[config.mk]
export PLATFORM = sky130hd
export DESIGN_NAME = seq_gen_flat
export DESIGN_NICKNAME = d
export VERILOG_FILES = /design/src/rtl/seq_gen_if.sv /design/src/rtl/seq_gen.sv /design/src/flat_wrapper.sv
export SDC_FILE = /design/constraint.sdc
export NUM_CORES = 1
export LEC_CHECK = 0
export CAP_MARGIN = 0
export CORE_MARGIN = 2
export CORE_UTILIZATION = 25
export DETAILED_ROUTE_END_ITERATION = 6
export SLEW_MARGIN = 20
export SYNTH_ARGS = -nofsm -noshare
export SYNTH_HDL_FRONTEND = slang
export SYNTH_SLANG_ARGS = --single-unit
[constraint.sdc]
create_clock -name clk -period 2.5 [get_ports clk]
set_clock_uncertainty 0.05 [all_clocks]
set_input_delay 0.5 -clock clk [delete_from_list [all_inputs] [get_ports clk]]
set_output_delay 0.5 -clock clk [all_outputs]
set_load 0.005 [all_outputs]
[src/rtl/seq_gen_if.sv]
// seq_gen request/stream bundle.
// master drives the request, slave returns the serial stream.
interface seq_gen_if #(
  parameter int PAT_W = 16,
  parameter int LEN_W = 5,
  parameter int CNT_W = 8
);
  logic             start;
  logic [PAT_W-1:0] pattern;
  logic [LEN_W-1:0] len;
  logic [CNT_W-1:0] reps;
  logic             dout;
  logic             valid;
  logic             first;
  logic             busy;
  logic             done;

  modport master (
    output start, pattern, len, reps,
    input  dout, valid, first, busy, done
  );

  modport slave (
    input  start, pattern, len, reps,
    output dout, valid, first, busy, done
  );
endinterface

[src/rtl/seq_gen.sv]
// Serial pattern transmitter: MSB-first, repeated with idle gaps.
// All outputs are registered one cycle behind the state.
module seq_gen #(
  parameter int PAT_W = 16,
  parameter int LEN_W = 5,
  parameter int CNT_W = 8,
  parameter int GAP   = 2
) (
  input  logic     clk,
  input  logic     rst,
  seq_gen_if.slave bus
);
  localparam int IDX_W = (PAT_W > 1) ? $clog2(PAT_W) : 1;
  localparam int GAP_W = (GAP > 1) ? $clog2(GAP) : 1;

  typedef enum logic [1:0] {
    IDLE, SHIFT, GAP_ST, FIN
  } state_e;

  state_e           state_q, state_d;
  logic [PAT_W-1:0] pat_q, pat_d;
  logic [IDX_W-1:0] idx_q, idx_d;
  logic [IDX_W-1:0] last_q, last_d;
  logic [CNT_W-1:0] rep_q, rep_d;
  logic [GAP_W-1:0] gap_q, gap_d;
  logic             skip_q, skip_d;
  logic             dout_q, dout_d;
  logic             valid_q, valid_d;
  logic             first_q, first_d;
  logic             busy_q, busy_d;
  logic             done_q, done_d;
  logic [LEN_W-1:0] len_eff;

  assign len_eff = (bus.len > LEN_W'(PAT_W)) ?
                   LEN_W'(PAT_W) : bus.len;

  always_ff @(posedge clk) begin
    if (rst) begin
      state_q <= IDLE;
      pat_q   <= '0;
      idx_q   <= '0;
      last_q  <= '0;
      rep_q   <= '0;
      gap_q   <= '0;
      skip_q  <= 1'b0;
      dout_q  <= 1'b0;
      valid_q <= 1'b0;
      first_q <= 1'b0;
      busy_q  <= 1'b0;
      done_q  <= 1'b0;
    end else begin
      state_q <= state_d;
      pat_q   <= pat_d;
      idx_q   <= idx_d;
      last_q  <= last_d;
      rep_q   <= rep_d;
      gap_q   <= gap_d;
      skip_q  <= skip_d;
      dout_q  <= dout_d;
      valid_q <= valid_d;
      first_q <= first_d;
      busy_q  <= busy_d;
      done_q  <= done_d;
    end
  end

  always_comb begin
    state_d = state_q;
    pat_d   = pat_q;
    idx_d   = idx_q;
    last_d  = last_q;
    rep_d   = rep_q;
    gap_d   = gap_q;
    skip_d  = skip_q;
    unique case (state_q)
      IDLE: begin
        if (bus.start) begin
          pat_d  = bus.pattern;
          rep_d  = bus.reps;
          last_d = IDX_W'(len_eff - LEN_W'(1));
          idx_d  = IDX_W'(len_eff - LEN_W'(1));
          // empty request still pays the one-cycle capture latency
          if (len_eff == '0 || bus.reps == '0) begin
            state_d = FIN;
            skip_d  = 1'b1;
          end else begin
            state_d = SHIFT;
          end
        end
      end
      SHIFT: begin
        if (idx_q != '0) begin
          idx_d = idx_q - IDX_W'(1);
        end else begin
          idx_d = last_q;
          rep_d = rep_q - CNT_W'(1);
          if (rep_q == CNT_W'(1)) begin
            state_d = FIN;
          end else if (GAP > 0) begin
            state_d = GAP_ST;
            gap_d   = GAP_W'(GAP - 1);
          end
        end
      end
      GAP_ST: begin
        if (gap_q == '0) state_d = SHIFT;
        else             gap_d   = gap_q - GAP_W'(1);
      end
      FIN: begin
        if (skip_q) skip_d  = 1'b0;
        else        state_d = IDLE;
      end
      default: state_d = IDLE;
    endcase
  end

  always_comb begin
    valid_d = (state_q == SHIFT);
    dout_d  = valid_d & pat_q[idx_q];
    first_d = valid_d & (idx_q == last_q);
    busy_d  = (state_q == SHIFT) || (state_q == GAP_ST);
    done_d  = (state_q == FIN) & ~skip_q;
  end

  assign bus.dout  = dout_q;
  assign bus.valid = valid_q;
  assign bus.first = first_q;
  assign bus.busy  = busy_q;
  assign bus.done  = done_q;
endmodule

[src/flat_wrapper.sv]
// flat-port wrapper written by rule: the top's interface ports become plain ports
module seq_gen_flat 
#(
  parameter int PAT_W = 16,
  parameter int LEN_W = 5,
  parameter int CNT_W = 8,
  parameter int GAP   = 2
)
  (clk, rst, bus_start, bus_pattern, bus_len, bus_reps, bus_dout, bus_valid, bus_first, bus_busy, bus_done);
  seq_gen_if #(.PAT_W(PAT_W), .LEN_W(LEN_W), .CNT_W(CNT_W)) bus_i ();
  input  logic clk;
  input  logic rst;
  input wire logic [$bits(bus_i.start)-1:0] bus_start;
  input wire logic [$bits(bus_i.pattern)-1:0] bus_pattern;
  input wire logic [$bits(bus_i.len)-1:0] bus_len;
  input wire logic [$bits(bus_i.reps)-1:0] bus_reps;
  output wire logic [$bits(bus_i.dout)-1:0] bus_dout;
  output wire logic [$bits(bus_i.valid)-1:0] bus_valid;
  output wire logic [$bits(bus_i.first)-1:0] bus_first;
  output wire logic [$bits(bus_i.busy)-1:0] bus_busy;
  output wire logic [$bits(bus_i.done)-1:0] bus_done;
  assign bus_i.start = bus_start;
  assign bus_i.pattern = bus_pattern;
  assign bus_i.len = bus_len;
  assign bus_i.reps = bus_reps;
  assign bus_dout = bus_i.dout;
  assign bus_valid = bus_i.valid;
  assign bus_first = bus_i.first;
  assign bus_busy = bus_i.busy;
  assign bus_done = bus_i.done;
  seq_gen #(.PAT_W(PAT_W), .LEN_W(LEN_W), .CNT_W(CNT_W), .GAP(GAP)) u_core (.clk(clk), .rst(rst), .bus(bus_i));
endmodule
==> implementation parameters, run 1 <==
Parameter                              Value

Power
  Internal power ... 1.79 mW
  Worst vdd rail ir drop ... between 0.3 and 0.4 mV
  Cell leakage power ... roughly 1.0 nW
  Net switching share of the total power ... between 40 and 50%
  Power per cell area ... 1100 nW/um^2
  Share of total power in combinational logic ... approximately half
  Sequential Power Share ... around a third
  Switching Power ... between 1 and 1.5 mW
  Clock network fraction of design power ... 18.1%

Layout
  Most used cells in the layout excluding fill and tap cells ... 45 x nand2_1, 41 x dfxtp_1, 36 x clkdlybuf4s50_1
  Layout area overhead ... 29.4%
  Final net count ... 344
  Antenna Cells ... 0
  Share of final-layout standard cells stronger than drive strength 1 ... 8.85%
  Filler instances ... just under 900
  Commonest non-fill, non-tap cell in the layout ... nand2_1

Yosys
  Cell area after synthesis ... roughly 2100 sq um
  Flops & latches, synth ... between 40 and 50
  Total nets after synthesis ... 306
  Largest family of logic cells by synthesized area ... simple AND/OR/NAND/NOR gates
  Post-synthesis share of cell area spent on full adders, half adders and majority gates ... between 4 and 5%
  Synth warn ... 0
  Fraction of synthesized area in multiplexers ... 5.07%
  Most frequently used flop master after synthesis ... dfxtp_1
  Distinct cell type count of the synthesized netlist ... between 40 and 50
  Number of enable flip-flop cells after synthesis ... 0
  Gate count of the mapped netlist ... 266
  Part of the Yosys area used for sequential elements ... around 39%
  Syn avg cell area ... about 8 sq um
  Async set-or-reset flop fraction in the synthesized netlist ... 0%
  XOR/XNOR Fraction of Synth Area ... about 2.5%
  Simple-gate share of the synthesized area ... a little under a quarter
  Post-synthesis compound-gate area fraction ... ~21%

Routing
  Routed wire length ... roughly 5300 um
  Total vias in the final route ... 1952
  Via-per-instance ratio ... 4.76
  First drt pass iteration count ... 4
  Number of nets with antenna violations after detailed routing ... 0
  Violation count after the first detailed-route iteration ... 80
  DRC viols ... 0
  Wire length per cell ... 13.0 um

STA
  Worst hold margin ... approximately 410 ps
  Total count of hold-check failures in the final report ... 0
  Highest clock rate ... between 400 and 500 MHz
  Relative max-transition margin ... between 60 and 70%
  Final worst path period need ... about 2300 ps
  Final Max Slew Viols ... 0
  Total Negative Setup Slacks ... 0 ps
  Unrepaired setup endpoints after global routing ... false
  Slew @ Worst Pin ... 565 ps
  Fraction of the cycle the final worst path needs ... about nine tenths
  Number of setup violations in the final report ... 0

Global route
  Pin count of the biggest net entering global routing ... 22
  Via count of the first global-routing pass ... around 1900
  Overall Global Routing Usage ... between 10% and 20%
  Wire length of the first global-routing pass ... roughly 8900 um
  Number of antenna violations at the first check in global routing ... 0
  Total congestion overflow ... 0

Floorplan
  Starting Density ... between 20% and 30%
  Standard-cell row count ... 33
  Die height ... approximately 96 um
  Die outline area ... 9240 sq um
  Total I/O pin count ... 37
  Core footprint ... roughly 8200 sq um
  Die Span X ... 96.1 um

Clock network
  TritonCTS sink count ... approximately 40
  Clock latency on the worst-skew pair ... 300 ps
  Inserted Clock Buffers ... 5
  CTS-repair resized insts ... 0
  Clock tree from TritonCTS ... done
  Root Buffer ... clkbuf_8
  Htree depth ... 2
  Clk slew on worst S/H paths ... ~90 ps
  Hold buffer count at cts ... 0
  CTS Buffer Depth ... 2
  Number of post-CTS setup repair buffers ... 0

Worst setup path
  Required @ worst endpoint ... about 2700 ps
  CP most frequent cell ... a21oi_1
  Critical path type ... flop to flop
  Standard cell with the maximum stage delay on the critical path ... a21oi_1
  Max Fanout on Critical Path ... 7
  Cell chain of the critical path ... inv_1, ha_1, or3b_1, a21oi_1, a21oi_1, a211oi_1
  CP startpoint kind ... flop
  Slowest cell delay on critical path ... about 530 ps
  Arrival time of the worst setup path ... ~2400 ps
  Endpoint class of the critical path ... flop

Placement
  RD Place Congestion ... roughly 0.86
  Port-buffer cells ... 36
  Post-DP HPWL ... around 4000 um

Run
  Max-cap violations ... 0

Outcome
  Run status ... finished clean

Hold path
  Hold Crit Class ... flop to flop
==> worst paths after layout <==
path	depth (start not counted)	startpoint	slack [ps]	to
worst max-delay path	6	u_core.idx_q[1]	250	u_core.rep_q[7]
worst min-delay path	2	u_core.pat_q[5]	410	u_core.pat_q[5]
worst max register to register	6	u_core.idx_q[1]	250	u_core.rep_q[7]
worst min register to register	2	u_core.pat_q[5]	410	u_core.pat_q[5]
==> layout make-up <==
type / instances / area, sq um / share of cell area [%]
clock buffers: 5 / 68.8 / 2.51
clock inverters: 3 / 46.3 / 1.69
inverters: 11 / 41.3 / 1.50
multi-input cells: 199 / 1200 / 43.8
flip-flops and latches: 41 / 821 / 29.9
well taps: 105 / 131 / 4.79
repair buffers: 46 / 435 / 15.9
==> critical path, delay by kind of cell (launching register included) <==
kind / cells / cell delay (ps)
compound gates: 3 / 870
simple gates: 1 / 520
flops: 1 / 370
fa+ha+maj: 1 / 240
buf+inv: 1 / 120
==> flip-flops by register name (all words and copies together) (netlist names) <==
signal / cells
u_core.bus.busy: 1
u_core.bus.done: 1
u_core.bus.first: 1
u_core.idx_q: 4
u_core.state_q: 2
u_core.last_q: 4
u_core.rep_q: 8
u_core.pat_q: 16
u_core.bus.valid: 1
u_core.skip_q: 1
u_core.bus.dout: 1
u_core.gap_q: 1
==> synthesized netlist by cell type, types with 2 or more instances <==
cell type   n  share of area, %
o21ai_0    10               2.4
buf_1       2              0.35
a211o_1     3               1.2
xor2_1      2              0.83
nor4_1      3              0.88
mux2_2      2               1.1
mux4_2      2               2.1
nor2_1     20               3.5
a211oi_1    5               1.8
inv_1      10               1.8
buf_2       2              0.47
or4_4       2               1.1
xnor2_1     4               1.7
or3_1       2              0.59
o211ai_1    3               1.1
and3_1      2              0.59
a21o_1      2              0.71
ha_1        8               4.7
a21oi_1    33               7.8
o41ai_1     2              0.83
nand2_1    45               8.0
mux2i_1     4               1.9
nor3_1     10               2.4
dfxtp_1    41                39
nand2b_1    7               2.1
nor2b_1     4               1.2
o22ai_1     3              0.88
nand3_1     5               1.2
clkbuf_1   11               1.9
a31oi_1     4               1.2
==> per-layer routing <==
layer  up-vias  global-route usage, %  wire, um
met5         -                      0         0
met4         0                   4.29        78
met3         7                   2.35       236
met2        41                   20.5      2460
met1       893                   16.1      2560
li1       1011                      -         -
==> through the flow <==
step	instances	utilization [%]	instance area (sq um)	power, mW	worst slack (ps)
after global placement	402	32.0	2630	2.46	237
after global routing	410	33.4	2750	3.29	28.6
final	410	33.4	2750	3.02	250
after detailed placement	402	32.0	2630	2.49	207
after floorplan	266	-	2120	2.06	433
after CTS	410	33.4	2750	3.05	248
==> logic make-up after synthesis <==
logic type	after synthesis
simple gates	104
xor+xnor	6
mux	8
buf+inv	26
compound gates	73
flops	41
fa+ha+maj	8
==> power by group through the flow <==
stage | Sequential, mW | Clock, mW | Combinational [mW]
3_5_place_dp | 1.04 | 0 | 1.45
3_3_place_gp | 1.03 | 0 | 1.43
5_1_grt | 1.05 | 0.593 | 1.64
2_1_floorplan | 0.979 | 0 | 1.08
4_1_cts | 1.02 | 0.564 | 1.46
6_report | 1.02 | 0.546 | 1.46
Power figures use the tool's default switching activity.
==> inputs of run 2 (changes only) <==
Settings changed: CORE_ASPECT_RATIO set to 1.75.
==> run 2 against run 1 <==
Net effect:
- flip-flop and latch count did not move
- non-clock buffer count rose by 1
- clock power rose by 21%
- routed wire length rose by 4.2%
- cell count fell by 2.9%
- combinational power rose by 3%
- sequential power barely moved
- hold slack got worse by 3.7 ps
- total power rose by 4.8%
- critical path type unchanged
==> implementation parameters, run 2 (synthesis results as in run 1) <==
Parameter                              Value

STA
  Total Negative Setup Slacks ... 0 ps (unchanged)
  Highest clock rate ... 449 MHz (+0.96%)
  Worst hold margin ... 402 ps (-3.67 ps)
  Unrepaired setup endpoints after global routing ... false
  Number of setup violations in the final report ... 0 (unchanged)
  Slew @ Worst Pin ... 637 ps (+71.8 ps)
  Total count of hold-check failures in the final report ... 0 (unchanged)
  Fraction of the cycle the final worst path needs ... 89.2% (-0.86 points)
  Final worst path period need ... 2230 ps (-21.5 ps)
  Relative max-transition margin ... 57.5% (-4.8 points)
  Final Max Slew Viols ... 0 (unchanged)

Global route
  Pin count of the biggest net entering global routing ... 22 (unchanged)
  Wire length of the first global-routing pass ... 9230 um (+3.5%)
  Number of antenna violations at the first check in global routing ... 0 (unchanged)
  Total congestion overflow ... 0 (unchanged)
  Via count of the first global-routing pass ... 2017 (+7.6%)
  Overall Global Routing Usage ... 12.7% (+0.30 points)

Worst setup path
  Endpoint class of the critical path ... flop
  CP startpoint kind ... flop
  Max Fanout on Critical Path ... 7 (unchanged)
  Worst setup path endpoint ... u_core.state_q[0]
  Number of buffers and inverters on the critical path ... 1 (unchanged)
  Arrival time of the worst setup path ... 2350 ps (-70 ps)
  Register-to-Register Path Depth ... 6 (unchanged)
  Number of logic stages on the critical path including buffering ... 6 (unchanged)
  Cell family contributing the most delay on the critical path ... compound AO/OA/AOI/OAI gates
  Reg-to-reg endpoint ... u_core.state_q[0]
  Required @ worst endpoint ... 2620 ps (-50 ps)
  Critical path type ... flop to flop
  Standard cell with the maximum stage delay on the critical path ... or3b_1
  Worst-case register-to-register setup slack ... 270 ps (+20 ps)
  Startpoint of the most critical register-to-register path ... u_core.idx_q[1]
  Cell chain of the critical path ... inv_1, ha_1, or3b_1, a211oi_1, a31oi_1, a21boi_2
  Slowest cell delay on critical path ... 530 ps (about the same)
  Beginning of the critical path ... u_core.idx_q[1]

Layout
  Footprint of the multi-input gates ... 1200 sq um (unchanged)
  Area of all placed cells without fillers ... 2770 sq um (+1.0%)
  Register with the most flip-flops ... u_core.pat_q
  Number of non-filler instances in the completed layout ... 398 (-2.9%)
  Sequential Area ... 821 sq um (unchanged)
  Share of final-layout standard cells stronger than drive strength 1 ... 9.15% (+0.30 points)
  Final net count ... 345 (+0.29%)
  Registers with the highest flip-flop counts ... u_core.pat_q (16), u_core.rep_q (8)
  Max reg flops ... 16 (unchanged)
  Layout area overhead ... 30.7%
  Antenna Cells ... 0 (unchanged)
  Commonest non-fill, non-tap cell in the layout ... nand2_1
  Filler instances ... 881 (+1.5%)
  Most used cells in the layout excluding fill and tap cells ... 45 x nand2_1, 41 x dfxtp_1, 36 x clkdlybuf4s50_1

Routing
  Routed wire length ... 5550 um (+4.2%)
  Wire length per cell ... 13.9 um (+7.3%)
  Total vias in the final route ... 2026 (+3.8%)
  Violation count after the first detailed-route iteration ... 109 (+36%)
  Via-per-instance ratio ... 5.09 (+6.9%)
  DRC viols ... 0 (unchanged)
  First drt pass iteration count ... 4 (unchanged)
  Number of nets with antenna violations after detailed routing ... 0 (unchanged)

Clock network
  Clock latency on the worst-skew pair ... 290 ps (about the same)
  Clk slew on worst S/H paths ... 60 ps (-30 ps)
  Hold buffer count at cts ... 0 (unchanged)
  CTS-repair resized insts ... 0 (unchanged)
  CTS Buffer Depth ... 2 (unchanged)
  Inserted Clock Buffers ... 5 (unchanged)
  Clock tree from TritonCTS ... done
  TritonCTS sink count ... 41 (unchanged)
  Number of post-CTS setup repair buffers ... 0 (unchanged)
  Htree depth ... 2 (unchanged)
  Root Buffer ... clkbuf_16

Power
  Overall power ... 3.17 mW (+4.8%)
  Worst vdd rail ir drop ... 0.353 mV (+9.7%)
  Power per cell area ... 1140 nW/um^2 (+3.7%)
  Cell leakage power ... 1.04 nW (+2.7%)

Floorplan
  Die height ... 126 um (+31%)
  Standard-cell row count ... 44 (+33%)
  Die outline area ... 9270 sq um (+0.31%)
  Die Span X ... 73.6 um (-23%)
  Core footprint ... 8260 sq um (+0.50%)
  Starting Density ... 25.7% (-0.13 points)
  Total I/O pin count ... 37 (unchanged)

Run
  Max-cap violations ... 0 (unchanged)

Placement
  RD Place Congestion ... 0.860 (+0.36%)
  Port-buffer cells ... 36 (unchanged)
  Post-DP HPWL ... 4120 um (+5.2%)
  Placement Cell Area ... 2620 sq um (-0.33%)
  Number of placed instances with taps included ... 390 (-3.0%)

Hold path
  Hold Crit Class ... flop to flop

Outcome
  Run status ... finished clean
-- run 2: cell count changes in the layout (fill, tap and decap cells not counted) --
cell | before | now
clkinv_2 | 0 | 1
clkinvlp_4 | 1 | 0
clkbuf_16 | 0 | 5
buf_4 | 10 | 11
bufinv_16 | 1 | 0
clkbuf_8 | 5 | 1
-- run 2: power breakdown --
part / internal [mW] / switching, mW
clock: 0.397 / 0.265
combinational: 0.659 / 0.846
sequential: 0.846 / 0.158
total: 1.90 / 1.27
-- run 2: worst min path at each step --
stage / slack (ps) / endpoint / start / depth (start not counted)
4_1_cts: 400 / u_core.pat_q[7] / u_core.pat_q[7] / 2
6_report: 400 / u_core.pat_q[12] / u_core.pat_q[12] / 2
2_1_floorplan: 380 / u_core.pat_q[15] / u_core.pat_q[15] / 2
5_1_grt: 420 / u_core.pat_q[9] / u_core.pat_q[9] / 2
3_3_place_gp: 390 / u_core.pat_q[7] / u_core.pat_q[7] / 2
3_5_place_dp: 400 / u_core.pat_q[7] / u_core.pat_q[7] / 2
-- run 2: tightest hold or removal path, delay by kind of cell, from the launching register on --
family / cells / cell delay [ps]
simple gates: 1 / 50
flops: 1 / 310
compound gates: 1 / 50
-- run 2: layout make-up --
class / count / area share [%]
multi-input cells: 199 / 43.3
flip-flops and latches: 41 / 29.6
repair buffers: 47 / 16.0
clock buffers: 6 / 5.01
well taps: 92 / 4.15
inverters: 11 / 1.49
clock inverters: 2 / 0.496
-- run 2: metrics by stage --
| step | utilization (%) | setup slack [ps] |
|---|---|---|
| floorplan | - | 433 |
| global placement | 31.7 | 230 |
| detailed placement | 31.7 | 161 |
| CTS | 33.6 | 279 |
| global route | 33.6 | 124 |
| finish | 33.6 | 271 |
-- run 2: layer usage --
layer | track usage [%] | share of wire (%) | vias to the layer above
li1 | - | - | 1008
met1 | 13.6 | 40 | 941
met2 | 22.4 | 53 | 59
met3 | 2.48 | 3.7 | 18
met4 | 7.06 | 3.6 | 0
met5 | 0 | 0 | -
==> inputs of run 3 (changes only) <==
Settings changed: CTS_CLUSTER_DIAMETER set to 120, SKIP_CTS_REPAIR_TIMING set to 1.
==> results of run 3 <==
Final layout, timing and power as in run 2 (identical DEF).
==> variant 1: new RTL, config.mk and constraints of run 1 <==
Encoding of `state_e`: now one-hot (4 bits for 4 states).
--- a/src/rtl/seq_gen.sv
+++ b/src/rtl/seq_gen.sv
@@ -14,6 +14,6 @@
   localparam int GAP_W = (GAP > 1) ? $clog2(GAP) : 1;
 
-  typedef enum logic [1:0] {
-    IDLE, SHIFT, GAP_ST, FIN
+  typedef enum logic [3:0] {
+    IDLE = 4'b0001, SHIFT = 4'b0010, GAP_ST = 4'b0100, FIN = 4'b1000
   } state_e;
 
Behaviour: no difference found for any inputs over 10 cycles, from zero or initial values and one cycle with rst high; not proved beyond that.
==> variant 1 against run 1 <==
- wire length rose by 2.8%
- worst setup slack improved by 0.15 ns
- maximum frequency rose by 7.4%
- design area rose by 3.3%
- sequential cell count rose by 2
- area after synthesis rose by 5.8%
- total power fell by 10%
- non-clock buffer count rose by 2
==> variant 1: results (changes against run 1) <==
grt_pass1_wl_microns: 9520  # was 8910 microns
arrival_ns: 2.28  # was 2.42 ns
hold_path_class: "register to register"  # unchanged
num-nets-final: 337  # was 344
clock_latency_ns: 0.30  # about the same
yosysSeqAreaShare_pct: 38.3  # was 38.7%
final_layout_size_suffix_gt1_share_pct: 10.9  # was 8.85%
antennaDiodeCount: 0  # unchanged
path_clk_slew_ns: 0.08
cts_resized: 0  # unchanged
h-tree-depth: 2  # unchanged
drt-pass1-iter-count: 4  # unchanged
syn_nets: 303  # was 306
worst_pin_slew_ns: 0.581  # was 0.565 ns
synth_area_leaders: "dfxtp_1 38%, nand2_1 7.4%, a21oi_1 6.9%, mux4_2 5.0%, nor3_1 2.7%"  # was dfxtp_1 39%, nand2_1 8.0%, a21oi_1 7.8%, ha_1 4.7%, nor2_1 3.5%
path_max_fanout: 10  # was 7
dr_total_vias: 2001  # was 1952
cts.path.max_buffers: 2  # unchanged
place_congestion: 0.797  # was 0.857
yosys_most_used_dff: "dfxtp_1"  # unchanged
antenna_found_initial: 0  # unchanged
reg_top3: "u_core.pat_q x16, u_core.rep_q x8"  # unchanged
portBuffers: 36  # unchanged
wl_microns: 5480  # was 5330 microns
peakVddDrop_mv: 0.289  # was 0.321 mV
cts_root_buffer: "clkbuf_8"  # unchanged
grt_pass1_vias: 1934  # was 1874
drt_iter0_markers: 161  # was 80
power.leakage_nw: 1.00  # was 1.01 nW
cts_buffers: 5  # unchanged
ys.warnings.count: 0  # unchanged
cap_violations: 0  # unchanged
hpwl_microns: 4080  # was 3920 microns
synthTopCellsByCount: "44 x nand2_1, 43 x dfxtp_1, 31 x a21oi_1, 14 x nor2_1, 12 x nor3_1"  # was 45 x nand2_1, 41 x dfxtp_1, 33 x a21oi_1, 20 x nor2_1, 11 x clkbuf_1
async_flop_share_pct: 0  # unchanged
grt_usage_pct: 11.9  # was 12.4%
ys_types: 45  # was 43
switching_share_pct: 38.8  # was 40.9%
grt_max_degree: 20  # was 22
fillers: 926  # was 868
cts_setup_buffers: 0  # unchanged
outcome: "completed"  # unchanged
==> variant 1: path summary, 6_finish.rpt <==
check,startpoint,to,slack (ns),depth (start not counted)
max,u_core.idx_q[0],u_core.rep_q[0],0.40,6
min reg2reg,u_core.pat_q[3],u_core.pat_q[3],0.40,2
max reg2reg,u_core.idx_q[0],u_core.rep_q[0],0.40,6
min,u_core.pat_q[3],u_core.pat_q[3],0.40,2
==> variant 1: cell families (layout without fill, tap and decap cells) <==
kind of cell             after synthesis  in the layout  share of synthesized area (%)
AND/OR/NAND/NOR                      109            109                           26.3
AO/OA/AOI/OAI                         71             71                           19.7
flip-flops                            43             43                           38.3
buffers and inverters                 28             63                           5.57
XOR/XNOR                               6              6                           2.34
multiplexers                           6              6                           5.52
adder cells (fa/ha/maj)                4              4                           2.23
==> variant 1: metrics by stage <==
stage / worst slack [ns] / std cells / instance area [sq um] / utilization (%) / hold WS [ns]
detailed placement: 0.227 / 402 / 2730 / 31.3 / 0.395
global placement: 0.274 / 402 / 2730 / 31.3 / 0.391
CTS: 0.439 / 410 / 2840 / 32.5 / 0.406
global route: 0.241 / 410 / 2840 / 32.5 / 0.426
floorplan: 0.608 / 267 / 2250 / - / 0.372
finish: 0.404 / 410 / 2840 / 32.5 / 0.403
==> variant 1: critical path: stages, from the launching register on <==
cell and delay (ns):
dfxtp_1 0.37, inv_1 0.08, ha_1 0.21, nor3b_2 0.50, a22oi_2 0.29, or3_1 0.37
a31oi_1 0.15
==> variant 1: power by group through the flow <==
| stage | clock network, mW | logic, mW | registers (mW) |
|---|---|---|---|
| after detailed placement | 0 | 1.17 | 1.06 |
| after global routing | 0.537 | 1.32 | 1.08 |
| final | 0.487 | 1.18 | 1.05 |
| after CTS | 0.504 | 1.18 | 1.05 |
| after global placement | 0 | 1.16 | 1.06 |
| after floorplan | 0 | 0.965 | 0.943 |
==> variant 1: layer usage <==
| layer | GRT usage (%) | part of all wire, % | up-vias |
|---|---|---|---|
| met3 | 2.55 | 4.1 | 9 |
| met4 | 4.11 | 2.0 | 0 |
| met1 | 16.1 | 47 | 925 |
| met5 | 0 | 0 | - |
| met2 | 18.7 | 47 | 39 |
| li1 | - | - | 1028 |
==> variant 1: final cells by class <==
| type | instances | share of cell area, % |
|---|---|---|
| multi-input combinational | 196 | 44.4 |
| tap | 108 | 4.76 |
| clock inverter | 1 | 0.265 |
| timing repair buffer | 48 | 15.9 |
| sequential | 43 | 30.3 |
| clock buffer | 7 | 3.40 |
| inverter | 7 | 0.926 |
==> variant 2: new RTL, flow settings as in run 1 <==
Made on the original files. `CNT_W` is set to 8 in 3 places; all go to 6.
--- a/src/rtl/seq_gen_if.sv
+++ b/src/rtl/seq_gen_if.sv
@@ -4,5 +4,5 @@
   parameter int PAT_W = 16,
   parameter int LEN_W = 5,
-  parameter int CNT_W = 8
+  parameter int CNT_W = 6
 );
   logic             start;
--- a/src/rtl/seq_gen.sv
+++ b/src/rtl/seq_gen.sv
@@ -4,5 +4,5 @@
   parameter int PAT_W = 16,
   parameter int LEN_W = 5,
-  parameter int CNT_W = 8,
+  parameter int CNT_W = 6,
   parameter int GAP   = 2
 ) (
--- a/src/flat_wrapper.sv
+++ b/src/flat_wrapper.sv
@@ -4,5 +4,5 @@
   parameter int PAT_W = 16,
   parameter int LEN_W = 5,
-  parameter int CNT_W = 8,
+  parameter int CNT_W = 6,
   parameter int GAP   = 2
 )
Ports: changed (resized bus_reps); port bits go from 37 to 35. No check against the original RTL was run, so the function may have changed too.
==> variant 2 against run 1 <==
- worst setup slack improved by 0.15 ns
- wire length fell by 12%
- largest cell class unchanged
- sequential power fell by 8%
- area after synthesis fell by 4.7%
- clock power fell by 20%
- total power fell by 10%
- combinational power fell by 8%
- synthesized cell count fell by 6.4%
- sequential cell count fell by 2
- via count fell by 8.7%
- largest power group unchanged
- design area fell by 6.2%
==> variant 2: results (changes against run 1) <==
outcome: "completed"  # unchanged
power.leakage_nw: 0.947  # was 1.01 nW
use_met1_pct: 14.4  # was 16.1%
p_clk_mw: 0.436  # was 0.546 mW
reg2reg_to: "u_core.state_q[1]"  # was u_core.rep_q[7]
synthMuxAreaShare_pct: 5.19  # was 5.07%
grt_max_degree: 40  # was 22
stdcell_area_sq_mm: 0.00257  # was 0.00275 sq mm
place_congestion: 0.856  # was 0.857
fillers: 843  # was 868
switching_share_pct: 40.0  # was 40.9%
crit_start: "bus_len[4]"  # was u_core.idx_q[1]
num-nets-final: 319  # was 344
hpwl_microns: 3410  # was 3920 microns
final_layout_size_suffix_gt1_share_pct: 7.12  # was 8.85%
dr_total_vias: 1783  # was 1952
ys_types: 42  # was 43
grt_use_met3_pct: 2.41  # was 2.35%
synth_area_leaders: "dfxtp_1 39%, nand2_1 7.2%, a21oi_1 6.7%, ha_1 4.9%, o21ai_0 3.2%"  # was dfxtp_1 39%, nand2_1 8.0%, a21oi_1 7.8%, ha_1 4.7%, nor2_1 3.5%
p_comb_mw: 1.34  # was 1.46 mW
grt_pass1_wl_microns: 7780  # was 8910 microns
placed_area_sq_mm: 0.00249  # was 0.00263 sq mm
grt_pass1_vias: 1677  # was 1874
syn_nets: 287  # was 306
r2r-start: "u_core.idx_q[0]"  # was u_core.idx_q[1]
synth-compound-area-share_pct: 21.6  # was 21.5%
synth-xor-area-share_pct: 2.60  # was 2.48%
yosys_most_used_dff: "dfxtp_1"  # unchanged
grt_util_met2_pct: 17.9  # was 20.5%
drt_iter0_markers: 97  # was 80
synthTopCellsByCount: "39 x dfxtp_1, 39 x nand2_1, 27 x a21oi_1, 17 x nor2_1, 14 x clkbuf_1"  # was 45 x nand2_1, 41 x dfxtp_1, 33 x a21oi_1, 20 x nor2_1, 11 x clkbuf_1
busiest_layer: "met2"  # unchanged
peakVddDrop_mv: 0.388  # was 0.321 mV
finalSetupViolCount: 0  # unchanged
path_max_fanout: 5  # was 7
cp_slowest_cell: "clkdlybuf4s50_1"  # was a21oi_1
reg2reg_slack_ns: 0.44  # was 0.25 ns
arrival_ns: 2.26  # was 2.42 ns
reg_top3: "u_core.pat_q x16, u_core.rep_q x6"  # was u_core.pat_q x16, u_core.rep_q x8
grt_usage_pct: 11.1  # was 12.4%
path_class: "input pin to register"  # was register to register
yosysSeqAreaShare_pct: 38.6  # was 38.7%
worst_pin_slew_ns: 0.381  # was 0.565 ns
post_drt_wl_per_cell_microns: 12.3  # was 13.0 microns
path_clk_slew_ns: 0.07  # was 0.09 ns
## variant 2: changes by cell type after synthesis, sizes merged, moves of 3 or more
cell           run 1  this run
clkbuf            11        14
o21ai             10        13
a31oi              4         1
nor2              20        17
o22ai              3         0
a21oi             33        28
or4                3         0
nor2b              4         8
nand2             45        39
## variant 2: layout make-up
type	instances	area share, %
clock inverters	1	0.194
multi-input cells	183	43.7
well taps	102	4.96
repair buffers	43	16.3
clock buffers	6	3.21
inverters	9	1.31
flip-flops and latches	39	30.3
## variant 2: logic make-up after synthesis
group | Yosys count
AOI/OAI and AO/OA | 69
and+or+nand+nor | 92
xor gates and xnor gates | 6
buffers and inverters | 27
muxes | 8
adders and majority gates | 8
DFF | 39
## variant 2: worst min-delay path by stage
| stage | cells after the start | start | end | slack (ns) |
|---|---|---|---|---|
| final | 2 | u_core.pat_q[2] | u_core.pat_q[2] | 0.40 |
| after global routing | 2 | u_core.pat_q[2] | u_core.pat_q[2] | 0.42 |
| after CTS | 2 | u_core.pat_q[2] | u_core.pat_q[2] | 0.40 |
| after detailed placement | 2 | u_core.pat_q[2] | u_core.pat_q[2] | 0.39 |
| after global placement | 2 | u_core.pat_q[8] | u_core.pat_q[8] | 0.39 |
| after floorplan | 1 | u_core.skip_q | u_core.bus.done | 0.37 |
## variant 2: tightest hold or removal path, stage by stage, from the launching register on
cell and delay, ns:
dfxtp_1 0.31, nand2_1 0.05, a21oi_1 0.05
## variant 2: per-stage QoR
step	worst slack, ns	instances	hold slack (ns)
after floorplan	0.396	249	0.371
after global placement	0.189	376	0.391
after detailed placement	0.0915	376	0.395
after CTS	0.404	383	0.405
after global routing	0.244	383	0.423
final	0.396	383	0.404
## variant 2: metal layers
metal	vias to the layer above	share of wire, %
met5	-	0
met4	0	1.5
met3	6	2.8
met2	31	48
met1	818	48
li1	928	-
